`src/rtl/oled_frame_arbiter.sv`:
```
// Round-robin, frame-aligned arbiter sharing one 96x64 OLED among pixel sources.
// Define OLED_BLANK_FRAME_EN to insert one blank frame before each new owner.
module oled_frame_arbiter #(
  parameter int          NUM_SRC    = 4,
  parameter int          MIN_FRAMES = 2,
  parameter int          WIDTH      = 96,
  parameter int          HEIGHT     = 64,
  parameter logic [15:0] IDLE_COLOR = 16'h0000
) (
  input  logic                   clock,
  input  logic                   rst_n,
  input  logic                   frame_begin,
  input  logic                   sample_pixel,
  input  logic [NUM_SRC-1:0]     req,
  input  logic [NUM_SRC*16-1:0]  src_data,
  output logic [6:0]             x,
  output logic [6:0]             y,
  output logic [NUM_SRC-1:0]     grant,
  output logic [3:0]             grant_id,
  output logic [15:0]            oled_data
);

  localparam logic [6:0] X_LAST   = 7'(WIDTH - 1);
  localparam logic [6:0] Y_LAST   = 7'(HEIGHT - 1);
  localparam logic [3:0] HOLD_MIN = 4'(MIN_FRAMES);
  localparam logic [3:0] SRC_LAST = 4'(NUM_SRC - 1);

  typedef enum logic [1:0] {
    S_IDLE,
    S_OWN,
    S_BLANK
  } state_t;

  state_t state, state_n;

  logic [3:0] owner, owner_n;
  logic [3:0] held, held_n;
  logic [3:0] rr_ptr, ptr_n;

  logic [NUM_SRC-1:0] own_oh;
  logic               own_req;
  logic [15:0]        own_pix;
  logic [4:0]         pick_any;
  logic [4:0]         pick_oth;
  logic               go;
  logic [3:0]         go_idx;

`ifdef OLED_BLANK_FRAME_EN
  logic [3:0]         pend, pend_n;
  logic [NUM_SRC-1:0] pend_oh;
  logic               pend_req;
  logic               direct;
`endif

  // {found, index}: first request at or after ptr, wrapping, optionally skipping one index
  function automatic logic [4:0] rr_pick(
    input logic [NUM_SRC-1:0] r,
    input logic [3:0]         ptr,
    input logic               excl_en,
    input logic [3:0]         excl
  );
    logic [4:0] res;
    int         best;
    int         d;
    res  = '0;
    best = NUM_SRC;
    for (int i = 0; i < NUM_SRC; i++) begin
      if (i >= int'(ptr)) d = i - int'(ptr);
      else                d = i + NUM_SRC - int'(ptr);
      if (r[i] && !(excl_en && excl == 4'(i)) && d < best) begin
        best = d;
        res  = {1'b1, 4'(i)};
      end
    end
    return res;
  endfunction

  function automatic logic [3:0] next_idx(input logic [3:0] i);
    return (i == SRC_LAST) ? 4'd0 : i + 4'd1;
  endfunction

  always_ff @(posedge clock or negedge rst_n) begin
    if (!rst_n) begin
      x <= '0;
      y <= '0;
    end else if (frame_begin) begin
      x <= '0;
      y <= '0;
    end else if (sample_pixel) begin
      if (x == X_LAST) begin
        x <= '0;
        y <= (y == Y_LAST) ? 7'd0 : y + 7'd1;
      end else begin
        x <= x + 7'd1;
      end
    end
  end

  always_comb begin
    own_oh  = '0;
    own_pix = '0;
    for (int i = 0; i < NUM_SRC; i++) begin
      own_oh[i] = (owner == 4'(i));
      if (owner == 4'(i)) own_pix = src_data[16*i +: 16];
    end
    own_req = |(req & own_oh);
  end

`ifdef OLED_BLANK_FRAME_EN
  always_comb begin
    pend_oh = '0;
    for (int i = 0; i < NUM_SRC; i++) begin
      pend_oh[i] = (pend == 4'(i));
    end
    pend_req = |(req & pend_oh);
  end
`endif

  assign pick_any = rr_pick(req, rr_ptr, 1'b0, 4'd0);
  assign pick_oth = rr_pick(req, rr_ptr, 1'b1, owner);

  always_comb begin
    state_n = state;
    owner_n = owner;
    held_n  = held;
    ptr_n   = rr_ptr;
    go      = 1'b0;
    go_idx  = '0;
`ifdef OLED_BLANK_FRAME_EN
    pend_n  = pend;
    direct  = 1'b0;
`endif
    if (frame_begin) begin
      case (state)
        S_IDLE: begin
          if (pick_any[4]) begin
            go     = 1'b1;
            go_idx = pick_any[3:0];
          end
        end
        S_OWN: begin
          if (!own_req) begin
            if (pick_oth[4]) begin
              go     = 1'b1;
              go_idx = pick_oth[3:0];
            end else begin
              state_n = S_IDLE;
            end
          end else if (held >= HOLD_MIN && pick_oth[4]) begin
            go     = 1'b1;
            go_idx = pick_oth[3:0];
          end else if (held != 4'hF) begin
            held_n = held + 4'd1;
          end
        end
        S_BLANK: begin
`ifdef OLED_BLANK_FRAME_EN
          direct = 1'b1;
          if (pend_req) begin
            go     = 1'b1;
            go_idx = pend;
          end else if (pick_any[4]) begin
            go     = 1'b1;
            go_idx = pick_any[3:0];
          end else begin
            state_n = S_IDLE;
          end
`else
          state_n = S_IDLE;
`endif
        end
        default: state_n = S_IDLE;
      endcase
    end
    if (go) begin
`ifdef OLED_BLANK_FRAME_EN
      if (!direct) begin
        state_n = S_BLANK;
        pend_n  = go_idx;
      end else begin
        state_n = S_OWN;
        owner_n = go_idx;
        held_n  = 4'd1;
        ptr_n   = next_idx(go_idx);
      end
`else
      state_n = S_OWN;
      owner_n = go_idx;
      held_n  = 4'd1;
      ptr_n   = next_idx(go_idx);
`endif
    end
  end

  always_ff @(posedge clock or negedge rst_n) begin
    if (!rst_n) begin
      state     <= S_IDLE;
      owner     <= '0;
      held      <= '0;
      rr_ptr    <= '0;
      oled_data <= '0;
    end else begin
      state     <= state_n;
      owner     <= owner_n;
      held      <= held_n;
      rr_ptr    <= ptr_n;
      oled_data <= (state == S_OWN) ? own_pix : IDLE_COLOR;
    end
  end

`ifdef OLED_BLANK_FRAME_EN
  always_ff @(posedge clock or negedge rst_n) begin
    if (!rst_n) pend <= '0;
    else        pend <= pend_n;
  end
`endif

  assign grant    = (state == S_OWN) ? own_oh : '0;
  assign grant_id = (state == S_OWN) ? owner : 4'hF;

endmodule

```
`config.mk`:
```
export PLATFORM = sky130hd
export DESIGN_NAME = oled_frame_arbiter
export DESIGN_NICKNAME = d
export VERILOG_FILES = /design/src/rtl/oled_frame_arbiter.sv
export SDC_FILE = /design/constraint.sdc
export NUM_CORES = 1
export LEC_CHECK = 0
export ABC_AREA = 1
export CORE_MARGIN = 2
export CORE_UTILIZATION = 50
export DETAILED_ROUTE_END_ITERATION = 16
export PLACE_DENSITY_LB_ADDON = 0.1
export SYNTH_ARGS = -nofsm -noshare
export SYNTH_HDL_FRONTEND = slang
export SYNTH_SLANG_ARGS = --single-unit
```
`constraint.sdc`:
```
create_clock -name clock -period 13.6 [get_ports clock]
set_input_delay 2.04 -clock clock [delete_from_list [all_inputs] [get_ports clock]]
set_output_delay 2.04 -clock clock [all_outputs]
set_load 0.02 [all_outputs]
```
==> results of run 1 <==
## kinds of logic after synthesis
| group | Yosys count |
|---|---|
| and+or+nand+nor | 208 |
| buffers and inverters | 86 |
| AOI/OAI and AO/OA | 76 |
| DFF | 39 |
| adders and majority gates | 32 |
| xor gates and xnor gates | 5 |
| other | 1 |
## sequential cells by signal, summed over array words and instances (netlist names)
signal	cells
rr_ptr	2
held	4
state	1
owner	2
x	7
y	7
oled_data	16
## synth_stat cells
cell and count:
nand4_1 3, o21ai_0 24, nor4_1 1, and3_1 1
a221oi_1 4, inv_2 5, nand3b_1 2, nand2_2 8
a22oi_1 1, a21boi_0 1, nand2_4 1, a31oi_1 1
o22ai_1 6, nor2_1 36, nand3_4 1, clkinv_1 2
dfrtp_1 39, clkbuf_1 6, a2111oi_0 1, o21ai_1 3
conb_1 1, a311oi_1 1, inv_1 70, a211oi_1 4
a21oi_1 11, o21a_1 2, xor2_1 5, a21boi_1 1
buf_2 2, o211ai_1 9, nand3_1 30, ha_1 32
nor3_1 6, nor2_4 1, nand2_1 117, nor2_2 1
o31ai_1 7, buf_4 1
## per-layer routing
metal	share of wire	vias to the layer above	global-route usage	wire length, um
li1	-	1680	-	-
met1	0.42	1531	0.345	3930
met2	0.49	109	0.481	4520
met3	0.058	21	0.0447	533
met4	0.028	0	0.104	261
met5	0	-	0	0
## metrics by stage
stage | utilization | area (um2) | hold WS [ps] | setup slack (ps) | power, mW
3_3_place_gp | 0.720 | 4310 | 512 | 7390 | 0.754
3_5_place_dp | 0.720 | 4310 | 511 | 7060 | 0.775
5_1_grt | 0.739 | 4430 | 541 | 6850 | 0.968
4_1_cts | 0.739 | 4430 | 524 | 7360 | 0.875
2_1_floorplan | - | 3170 | 498 | 8200 | 0.582
6_report | 0.739 | 4430 | 525 | 7340 | 0.875
## report_power, final
part | total, mW | internal, mW | switching (mW) | leakage [nW]
logic | 0.583 | 0.233 | 0.350 | 1.65
registers | 0.194 | 0.153 | 0.0415 | 0.498
clock network | 0.0982 | 0.0547 | 0.0436 | 0.0581
## cell type report
class | instances | share of cell area
multi-input cells | 335 | 0.422
repair buffers | 109 | 0.245
flip-flops and latches | 39 | 0.221
well taps | 75 | 0.0212
clock buffers | 5 | 0.0155
inverters | 77 | 0.0653
clock inverters | 3 | 0.00990
## how the worst max path moves through the flow
stage | start | to | slack [ps] | cells after the start
6_report | req[0] | held[0] | 7340 | 38
5_1_grt | req[0] | held[3] | 6850 | 38
2_1_floorplan | req[0] | held[0] | 8200 | 37
3_5_place_dp | req[0] | held[0] | 7060 | 38
4_1_cts | req[0] | held[0] | 7360 | 38
3_3_place_gp | req[0] | held[0] | 7390 | 39
==> key figures, run 1 <==
Worst hold path
  • Hold EP: x[6]
  • WHS Path Cells: 1
  • Hold Crit Class: reg -> reg
  • Min-delay src: x[6]

Drt
  • Post-route DRC: 0
  • DR vias: 3,341
  • Initial drt markers: 124
  • Final ANT Viol Nets: 0
  • DR WL/cell: 14.4 um
  • Vias/cell: 5.20
  • First drt pass iteration count: 4
  • Routed wire length: 9240 um

Worst setup path
  • R2R Setup Slk: about 8300 ps
  • Critical path's top delay family: simple AND/OR/NAND/NOR gates
  • Crit-path slowest cell: clkdlybuf4s50_1
  • Worst R2R End: held[0]
  • CP Max Fanout: 10
  • Max incr delay on CP: between 500 and 600 ps
  • CP dominant cell by count: nand2_1
  • Crit path buf inv count: 7
  • Worst setup EP type: register
  • R2R depth: 37
  • Critical Path Start Type: input pin
  • Critical Path AT: 6440 ps
  • CP required: 13,770 ps
  • R2R Path Start: owner[0]
  • Crit Path Class: in -> reg

STA
  • Period utilization: 0.461
  • Endpoints failing hold: 0
  • Slew @ Worst Pin: between 1000 and 1500 ps
  • Fmax: 0.160 GHz
  • Endpoints failing setup: 0
  • Clock skew: approximately 15 ps
  • Pins Over Slew Limit: 0
  • RSZ-0062 raised after global routing: no
  • Minimum clock period: 6260 ps
  • Worst slew margin: 0.304
  • Fin Setup TNS: 0 ps

Logic synthesis
  • Mean area per synthesized cell: 6.99 um2
  • Mapped Area: 0.00312 mm2
  • Post-synthesis sequential area ratio: 0.312
  • Synth top area cells: dfrtp_1 31%, nand2_1 14%, ha_1 13%, inv_1 8.4%, nand3_1 4.8%
  • Mapped Cells: between 400 and 500
  • #FFs+latches synth: 39
  • Synth Area in Adders: 0.128
  • Synth top area share: 0.312
  • Synth warn: 0
  • Proportion of synthesized area in mux cells: 0
  • Synth Area in Simple Gates: 0.287
  • Area leader, netlist: dfrtp_1
  • Synth unique cells: 38
  • Post-synthesis compound-gate area fraction: 0.152
  • Largest family of logic cells by synthesized area: simple AND/OR/NAND/NOR gates
  • XOR/XNOR share of the synthesized area: 0.0140

Clocking
  • Clk slew on worst S/H paths: ~80 ps
  • Setup Buffers After CTS: 0
  • CTS resizes: 0
  • H-tree depth: 2
  • CTS Buf Count: 5
  • Root buf cell: clkbuf_8
  • CTS Sinks: 39
  • Hold_buf cts: 0
  • CTS tree: done
  • Clock latency at the later pin of the worst-skew pair: 300 ps
  • Clock Path Buffers: 2

Global routing
  • Initial antenna violation count: 0
  • Number of global-route vias before repair: between 3k and 4k
  • Largest net degree at the start of global routing: 40
  • Total track usage: 0.277
  • Total grt overflow: 0
  • First-pass GRT wire length: between 15,000 and 20,000 um

Place
  • Dpl hpwl: around 7400 um
  • Port bufs: approximately 110
  • GP Congestion: between 0.9 and 1
  • DP Cell Count: 635

Layout
  • Cell Count, Final, Fillers Out: 643
  • Fill cells: 497
  • Share of layout cells above drive strength 1: 0.0458
  • Storage element area: 976 um2
  • Commonest non-fill, non-tap cells in the layout: 117 x nand2_1, 108 x clkdlybuf4s50_1, 70 x inv_1
  • NumNets Final: ~670
  • Commonest non-fill, non-tap cell in the layout: nand2_1
  • Area of the multi-input gates: 0.00187 mm2
  • Number of diodes: 0
  • Area grow syn2layout: 41.6%

Pwr
  • LEAKAGE: approximately 2.2 nW
  • Maximum vdd ir drop: 0.000121 V
  • Cell Pwr Density: 198 mW/mm2

Floorplanning
  • Top-Level Pins: 110
  • Initial Util: 0.522
  • Core box area: 0.00599 mm2
  • Die width: 83.0 um
  • Die area: 0.00690 mm2
  • Die Ht: just over 80 um
  • Row count: 28

Run
  • Max Cap Violations: 0

Run status
  • Status: completed
(Power assumes the default switching activity.)
==> inputs of run 2 (changes only) <==
Settings changed: CORE_UTILIZATION 50 to 46.
Clock period 13.6 ns to 5.9 ns, I/O delays scaled along.
==> run 2 against run 1 <==
Net effect:
- via count grew 0.87%
- first-iteration DRC count shrank 4.8%
- final cell count grew 0.93%
- clock skew shrank 6.6 ps
- design area grew 0.31%
- clock power grew 130%
- routed wire length shrank 1.9%
- critical path type is now reg -> reg
- largest cell class unchanged
==> key figures, run 2 (same netlist as run 1, synthesis figures left out) <==
Place
  • Post-place setup slack: 629 ps (was 7060 ps)
  • Dpl hpwl: 7230 um (was 7440 um)
  • GP Congestion: 0.896 (was 0.901)
  • Port bufs: 109 (unchanged)

Drt
  • Vias/cell: 5.19 (was 5.20)
  • DR WL met3: 449 um (was 533 um)
  • Top Metal Used: met4 (unchanged)
  • DR WL/cell: 14.0 um (was 14.4 um)
  • Routed wire length: 9060 um (was 9240 um)
  • Initial drt markers: 118 (was 124)
  • Met2 WL: 4660 um (was 4520 um)
  • Final ANT Viol Nets: 0 (unchanged)
  • First drt pass iteration count: 4 (unchanged)
  • Post-route DRC: 0 (unchanged)
  • M1 WL: 3830 um (was 3930 um)
  • DR vias: 3,370 (was 3,341)

Worst setup path
  • Critical Path AT: 5320 ps (was 6440 ps)
  • CP dominant cell by count: nand2_1 (unchanged)
  • CP Max Fanout: 13 (was 10)
  • Crit-path slowest cell: dfrtp_1 (was clkdlybuf4s50_1)
  • Max incr delay on CP: 620 ps (was 570 ps)
  • CP required: 6080 ps (was 13,770 ps)
  • Worst setup EP type: register (unchanged)
  • Crit Path Class: reg -> reg (was in -> reg)
  • Critical Path Start Type: register (was input pin)

STA
  • Setup ws final: 759 ps (was 7340 ps)
  • Minimum clock period: 5140 ps
  • Fin Setup TNS: 0 ps (unchanged)
  • Period utilization: 0.871
  • Endpoints failing setup: 0 (unchanged)
  • Fmax: 0.195 GHz
  • Clock skew: 8.00 ps (was 14.6 ps)
  • Slew @ Worst Pin: 848 ps (was 1040 ps)
  • Worst slew margin: 0.435 (was 0.304)
  • Endpoints failing hold: 0 (unchanged)
  • RSZ-0062 raised after global routing: no (unchanged)
  • Pins Over Slew Limit: 0 (unchanged)

Layout
  • Largest registers: oled_data x16, x x7, y x7 (unchanged)
  • Max reg flops: 16 (unchanged)
  • Most flop-heavy register: oled_data (unchanged)
  • Area grow syn2layout: 42.1% (was 41.6%)
  • Number of diodes: 0 (unchanged)
  • Commonest non-fill, non-tap cell in the layout: nand2_1 (unchanged)
  • Share of layout cells above drive strength 1: 0.0475 (was 0.0458)
  • Commonest non-fill, non-tap cells in the layout: 117 x nand2_1, 108 x clkdlybuf4s50_1, 70 x inv_1 (unchanged)
  • Fill cells: 608 (was 497)
  • NumNets Final: 672 (was 671)

Clocking
  • CTS tree: done (unchanged)
  • Clock Path Buffers: 2 (unchanged)
  • Root buf cell: clkbuf_8 (unchanged)
  • CTS Sinks: 39 (unchanged)
  • Hold_buf cts: 0 (unchanged)
  • Clock latency at the later pin of the worst-skew pair: 290 ps (was 300 ps)
  • CTS resizes: 0 (unchanged)
  • CTS Buf Count: 5 (unchanged)
  • Clk slew on worst S/H paths: 80 ps (about the same)
  • Setup Buffers After CTS: 0 (unchanged)
  • H-tree depth: 2 (unchanged)

Pwr
  • LEAKAGE: 2.21 nW (about the same)
  • Maximum vdd ir drop: 0.000253 V (was 0.000121 V)
  • Cell Pwr Density: 451 mW/mm2 (was 198 mW/mm2)

Global routing
  • Initial antenna violation count: 0 (unchanged)
  • First-pass GRT wire length: 15,100 um (was 15,900 um)
  • Total track usage: 0.249 (was 0.277)
  • Largest net degree at the start of global routing: 40 (unchanged)
  • Total grt overflow: 0 (unchanged)
  • Number of global-route vias before repair: 3,267 (was 3,402)

Floorplanning
  • Row count: 30 (was 28)
  • Core box area: 0.00668 mm2 (was 0.00599 mm2)
  • Initial Util: 0.468 (was 0.522)
  • Top-Level Pins: 110 (unchanged)
  • Die area: 0.00747 mm2 (was 0.00690 mm2)
  • Die Ht: 86.4 um (was 83.0 um)
  • Die width: 86.4 um (was 83.0 um)

Run
  • Max Cap Violations: 0 (unchanged)

Run status
  • Status: completed (unchanged)

Worst hold path
  • Hold Crit Class: reg -> reg (unchanged)
[run 2: report_power, final]
| part | leakage [nW] | internal, mW | switching [mW] |
|---|---|---|---|
| logic | 1.66 | 0.538 | 0.796 |
| clock network | 0.0581 | 0.126 | 0.0965 |
| registers | 0.498 | 0.352 | 0.0937 |
| total | 2.21 | 1.02 | 0.987 |
[run 2: path summary, 6_finish.rpt]
| kind | from | end | slack, ps | depth (start not counted) |
|---|---|---|---|---|
| setup reg to reg | owner[0] | held[1] | 760 | 37 |
| hold / removal | x[6] | x[6] | 550 | 1 |
| hold reg to reg | x[6] | x[6] | 550 | 1 |
| min in group asynchronous | rst_n | oled_data[4] | 690 | 1 |
| setup / recovery | owner[0] | held[1] | 760 | 37 |
| max in group asynchronous | rst_n | rr_ptr[0] | 4670 | 1 |
[run 2: through the flow]
step,power [mW],util,instance area [um2],hold slack (ps),std cells
2_1_floorplan,1.34,-,3170,498,460
3_3_place_gp,1.76,0.648,4330,511,641
3_5_place_dp,1.79,0.648,4330,526,641
4_1_cts,2.01,0.664,4440,545,649
5_1_grt,2.22,0.664,4440,581,649
6_report,2.00,0.664,4440,550,649
[run 2: layout make-up]
cell class,count,area [um2],share of cell area
Sequential cell,39,976,0.220
Multi-Input combinational cell,335,1870,0.421
Timing Repair Buffer,110,1090,0.246
Clock inverter,3,43.8,0.00986
Inverter,77,289,0.0651
Tap cell,80,100,0.0225
Clock buffer,5,68.8,0.0155
[run 2: critical path, delay by kind of cell (launching register included)]
| kind | cells | cell delay, ps |
|---|---|---|
| buf+inv | 6 | 880 |
| flops | 1 | 620 |
| fa+ha+maj | 3 | 830 |
| compound gates | 2 | 470 |
| simple gates | 26 | 2260 |
[run 2: metal layers]
metal,global-route usage,vias to the layer above
li1,-,1682
met3,0.0286,12
met4,0.0625,0
met1,0.304,1585
met5,0,-
met2,0.464,91
==> inputs of run 3 (changes only) <==
Settings changed: ABC_AREA 1 to not set, CORE_UTILIZATION 46 to 47.
==> run 3 against run 2 <==
Net effect:
- register-to-register slack got worse by 360 ps
- clock power fell by 12%
- synthesized cell count decreased by 26%
- setup slack worse by 480 ps
- global-route usage is 2.0 points lower
- sequential power down 11%
- design area rose by 5.4%
- clock skew is 4.1 ps lower
- via count is 9.3% lower
- count of clock-buffer cells in the layout rose by 3
- hold slack worse by 49 ps
- synthesized area grew 3.8%
- critical endpoint is now held[2]
- highest routed layer unchanged
==> key figures, run 3 <==
Floorplanning
  • Die Ht: 87.1 um (was 86.4 um)
  • Die width: 87.1 um (was 86.4 um)
  • Row count: 30 (unchanged)
  • Top-Level Pins: 110 (unchanged)
  • Core box area: 0.00672 mm2 (was 0.00668 mm2)
  • Initial Util: 0.483 (was 0.468)
  • Die area: 0.00758 mm2 (was 0.00747 mm2)

Layout
  • Area of the multi-input gates: 0.00224 mm2 (was 0.00187 mm2)
  • Max reg flops: 16 (unchanged)
  • Most flop-heavy register: oled_data (unchanged)
  • Commonest non-fill, non-tap cells in the layout: 108 x clkdlybuf4s50_1, 39 x dfrtp_1, 31 x nor2_1, 31 x ha_1, 24 x nand2_1 (was 117 x nand2_1, 108 x clkdlybuf4s50_1, 70 x inv_1)
  • Cell Count, Final, Fillers Out: 545 (was 649)
  • NumNets Final: 568 (was 672)
  • Fill cells: 548 (was 608)
  • Number of diodes: 0 (unchanged)
  • Post-route cell area: 0.00468 mm2 (was 0.00444 mm2)
  • Storage element area: 976 um2 (unchanged)
  • Share of layout cells above drive strength 1: 0.163 (was 0.0475)
  • Largest registers: oled_data x16, x x7, y x7 (unchanged)
  • Commonest non-fill, non-tap cell in the layout: clkdlybuf4s50_1 (was nand2_1)
  • Area grow syn2layout: 44.2% (was 42.1%)

Worst setup path
  • Max incr delay on CP: 530 ps (was 620 ps)
  • Crit path cell chain: clkdlybuf4s50_1, nor2b_4, nand3_1, ha_1, or2_2, o211a_1, nor3_4, nor2_1, a21oi_2, ha_1, nand3b_1, a21oi_2, a21oi_2, nor2b_1, a31oi_1, ha_1, nor3b_1, o221ai_1, inv_1, a2111oi_4, buf_4, o21bai_1, mux2i_1, a21o_1
  • Worst setup EP type: register (unchanged)
  • Critical Path AT: 5800 ps (was 5320 ps)
  • Critical Path Start Type: input pin (was register)
  • Crit Path Class: in -> reg (was reg -> reg)
  • Crit-path slowest cell: clkdlybuf4s50_1 (was dfrtp_1)
  • CP Max Fanout: 6 (was 13)
  • CP required: 6080 ps (about the same)

Pwr
  • LEAKAGE: 2.00 nW (was 2.21 nW)
  • Cell Pwr Density: 452 mW/mm2 (was 451 mW/mm2)
  • Maximum vdd ir drop: 0.000308 V (was 0.000253 V)
  • Overall power: 2.12 mW (was 2.00 mW)

Logic synthesis
  • Post-synthesis sequential area ratio: 0.301 (was 0.312)
  • #FFs+latches synth: 39 (unchanged)
  • Synth top area cells: dfrtp_1 30%, ha_1 12%, mux4_2 12%, nor2_1 3.7%, and2_1 3.5% (was dfrtp_1 31%, nand2_1 14%, ha_1 13%, inv_1 8.4%, nand3_1 4.8%)
  • Synth top area share: 0.301 (was 0.312)
  • Mapped Area: 0.00324 mm2 (was 0.00312 mm2)
  • Post-synth EDFFs: 0 (unchanged)
  • Synth warn: 0 (unchanged)
  • Share of synthesized registers carrying an async set or reset: 1.00 (unchanged)
  • Synth unique cells: 73 (was 38)
  • Most common cell in the netlist: dfrtp_1 (was nand2_1)
  • Mapped Cells: 329 (was 447)
  • Area leader, netlist: dfrtp_1 (unchanged)
  • Synth cell count leaders: 39 x dfrtp_1, 32 x ha_1, 32 x nor2_1 (was 117 x nand2_1, 70 x inv_1, 39 x dfrtp_1)
  • Synth Flop Type: dfrtp_1 (unchanged)
  • Mean area per synthesized cell: 9.86 um2 (was 6.99 um2)

Clocking
  • Clock latency at the later pin of the worst-skew pair: 280 ps (was 290 ps)
  • Clk slew on worst S/H paths: 70 ps (was 80 ps)
  • CTS Buf Count: 5 (unchanged)
  • CTS tree: done (unchanged)
  • H-tree depth: 2 (unchanged)
  • CTS Sinks: 39 (unchanged)
  • Hold_buf cts: 0 (unchanged)
  • Clock Path Buffers: 2 (unchanged)
  • Root buf cell: clkbuf_8 (unchanged)

Drt
  • First drt pass iteration count: 4 (unchanged)
  • Initial drt markers: 146 (was 118)
  • Post-route DRC: 0 (unchanged)
  • DR vias: 3,056 (was 3,370)
  • Vias/cell: 5.61 (was 5.19)
  • Routed wire length: 8600 um (was 9060 um)
  • Final ANT Viol Nets: 0 (unchanged)
  • DR WL/cell: 15.8 um (was 14.0 um)

STA
  • Period utilization: 0.953 (was 0.871)
  • Slew @ Worst Pin: 878 ps (was 848 ps)
  • Hold WS: 502 ps (was 550 ps)
  • Clock skew: 3.94 ps (was 8.00 ps)
  • Fmax: 0.178 GHz (was 0.195 GHz)
  • Minimum clock period: 5620 ps (was 5140 ps)
  • Endpoints failing setup: 0 (unchanged)
  • Pins Over Slew Limit: 0 (unchanged)
  • Worst slew margin: 0.415 (was 0.435)
  • Endpoints failing hold: 0 (unchanged)
  • Fin Setup TNS: 0 ps (unchanged)

Place
  • GP Congestion: 0.874 (was 0.896)
  • Placed cell area: 0.00453 mm2 (was 0.00433 mm2)
  • DP Cell Count: 535 (was 641)
  • Port bufs: 109 (unchanged)
  • Dpl hpwl: 6760 um (was 7230 um)

Global routing
  • Initial antenna violation count: 0 (unchanged)
  • Number of global-route vias before repair: 3,007 (was 3,267)
  • First-pass GRT wire length: 13,700 um (was 15,100 um)
  • Total track usage: 0.229 (was 0.249)
  • Total grt overflow: 0 (unchanged)
  • Largest net degree at the start of global routing: 40 (unchanged)

Run
  • Max Cap Violations: 0 (unchanged)

Run status
  • Status: completed (unchanged)

Worst hold path
  • Hold Crit Class: reg -> reg (unchanged)
run 3: changes by cell type after synthesis, sizes merged, moves of 8 or more:
cell   change
nand2    -100
mux4      +17
and2      +19
o21ai     -12
nor2b      +8
inv       -62
nand3     -18
run 3: routing by layer:
layer	global-route usage	wire (um)	part of all wire
met3	0.0578	668	0.078
met4	0.0568	122	0.014
met1	0.298	3450	0.40
met2	0.383	4360	0.51
met5	0	0	0
run 3: repair_timing:
item / 4_1_cts / 5_1_grt
resized for setup: 0 / 9
setup endpoints to repair: 0 / 8
hold endpoints to repair: 0 / 0
buffers inserted: 0 / 2
run 3: per-stage QoR:
step	setup slack [ps]	util
3_5_place_dp	9.26	0.674
5_1_grt	-33.4	0.696
4_1_cts	309	0.689
3_3_place_gp	175	0.674
2_1_floorplan	343	-
6_report	279	0.696
run 3: worst max-delay path: cells and delay by family:
| family | cells | cell delay (ps) |
|---|---|---|
| and+or+nand+nor | 8 | 1590 |
| AOI/OAI and AO/OA | 9 | 1470 |
| buffers and inverters | 3 | 860 |
| adders and majority gates | 3 | 820 |
| muxes | 1 | 160 |
run 3: final cells by class:
class,count,area share
multi-input cells,279,0.479
inverters,13,0.0104
well taps,80,0.0214
repair buffers,126,0.259
flip-flops and latches,39,0.209
clock buffers,8,0.0214
run 3: worst paths after layout:
path | to | from | depth (start not counted) | slack (ps)
setup reg to reg | held[2] | rr_ptr[0] | 27 | 400
max in group asynchronous | held[3] | rst_n | 1 | 4630
hold reg to reg | held[3] | held[3] | 1 | 500
setup / recovery | held[2] | req[0] | 24 | 280
min in group asynchronous | y[0] | rst_n | 1 | 720
hold / removal | held[3] | held[3] | 1 | 500
run 3: kinds of logic (layout without fill, tap and decap cells):
family / after synthesis / count (layout) / share of synthesized area
AOI/OAI and AO/OA: 64 / 64 / 0.153
xor gates and xnor gates: 5 / 5 / 0.0135
adders and majority gates: 32 / 32 / 0.123
buffers and inverters: 24 / 147 / 0.0343
DFF: 39 / 39 / 0.301
muxes: 22 / 22 / 0.134
other: 1 / 14 / 0.00116
and+or+nand+nor: 142 / 142 / 0.240
run 3: power breakdown:
part | leakage [nW] | internal [mW] | switching (mW)
registers | 0.497 | 0.348 | 0.0517
clock network | 0.0515 | 0.107 | 0.0891
logic | 1.45 | 0.734 | 0.788
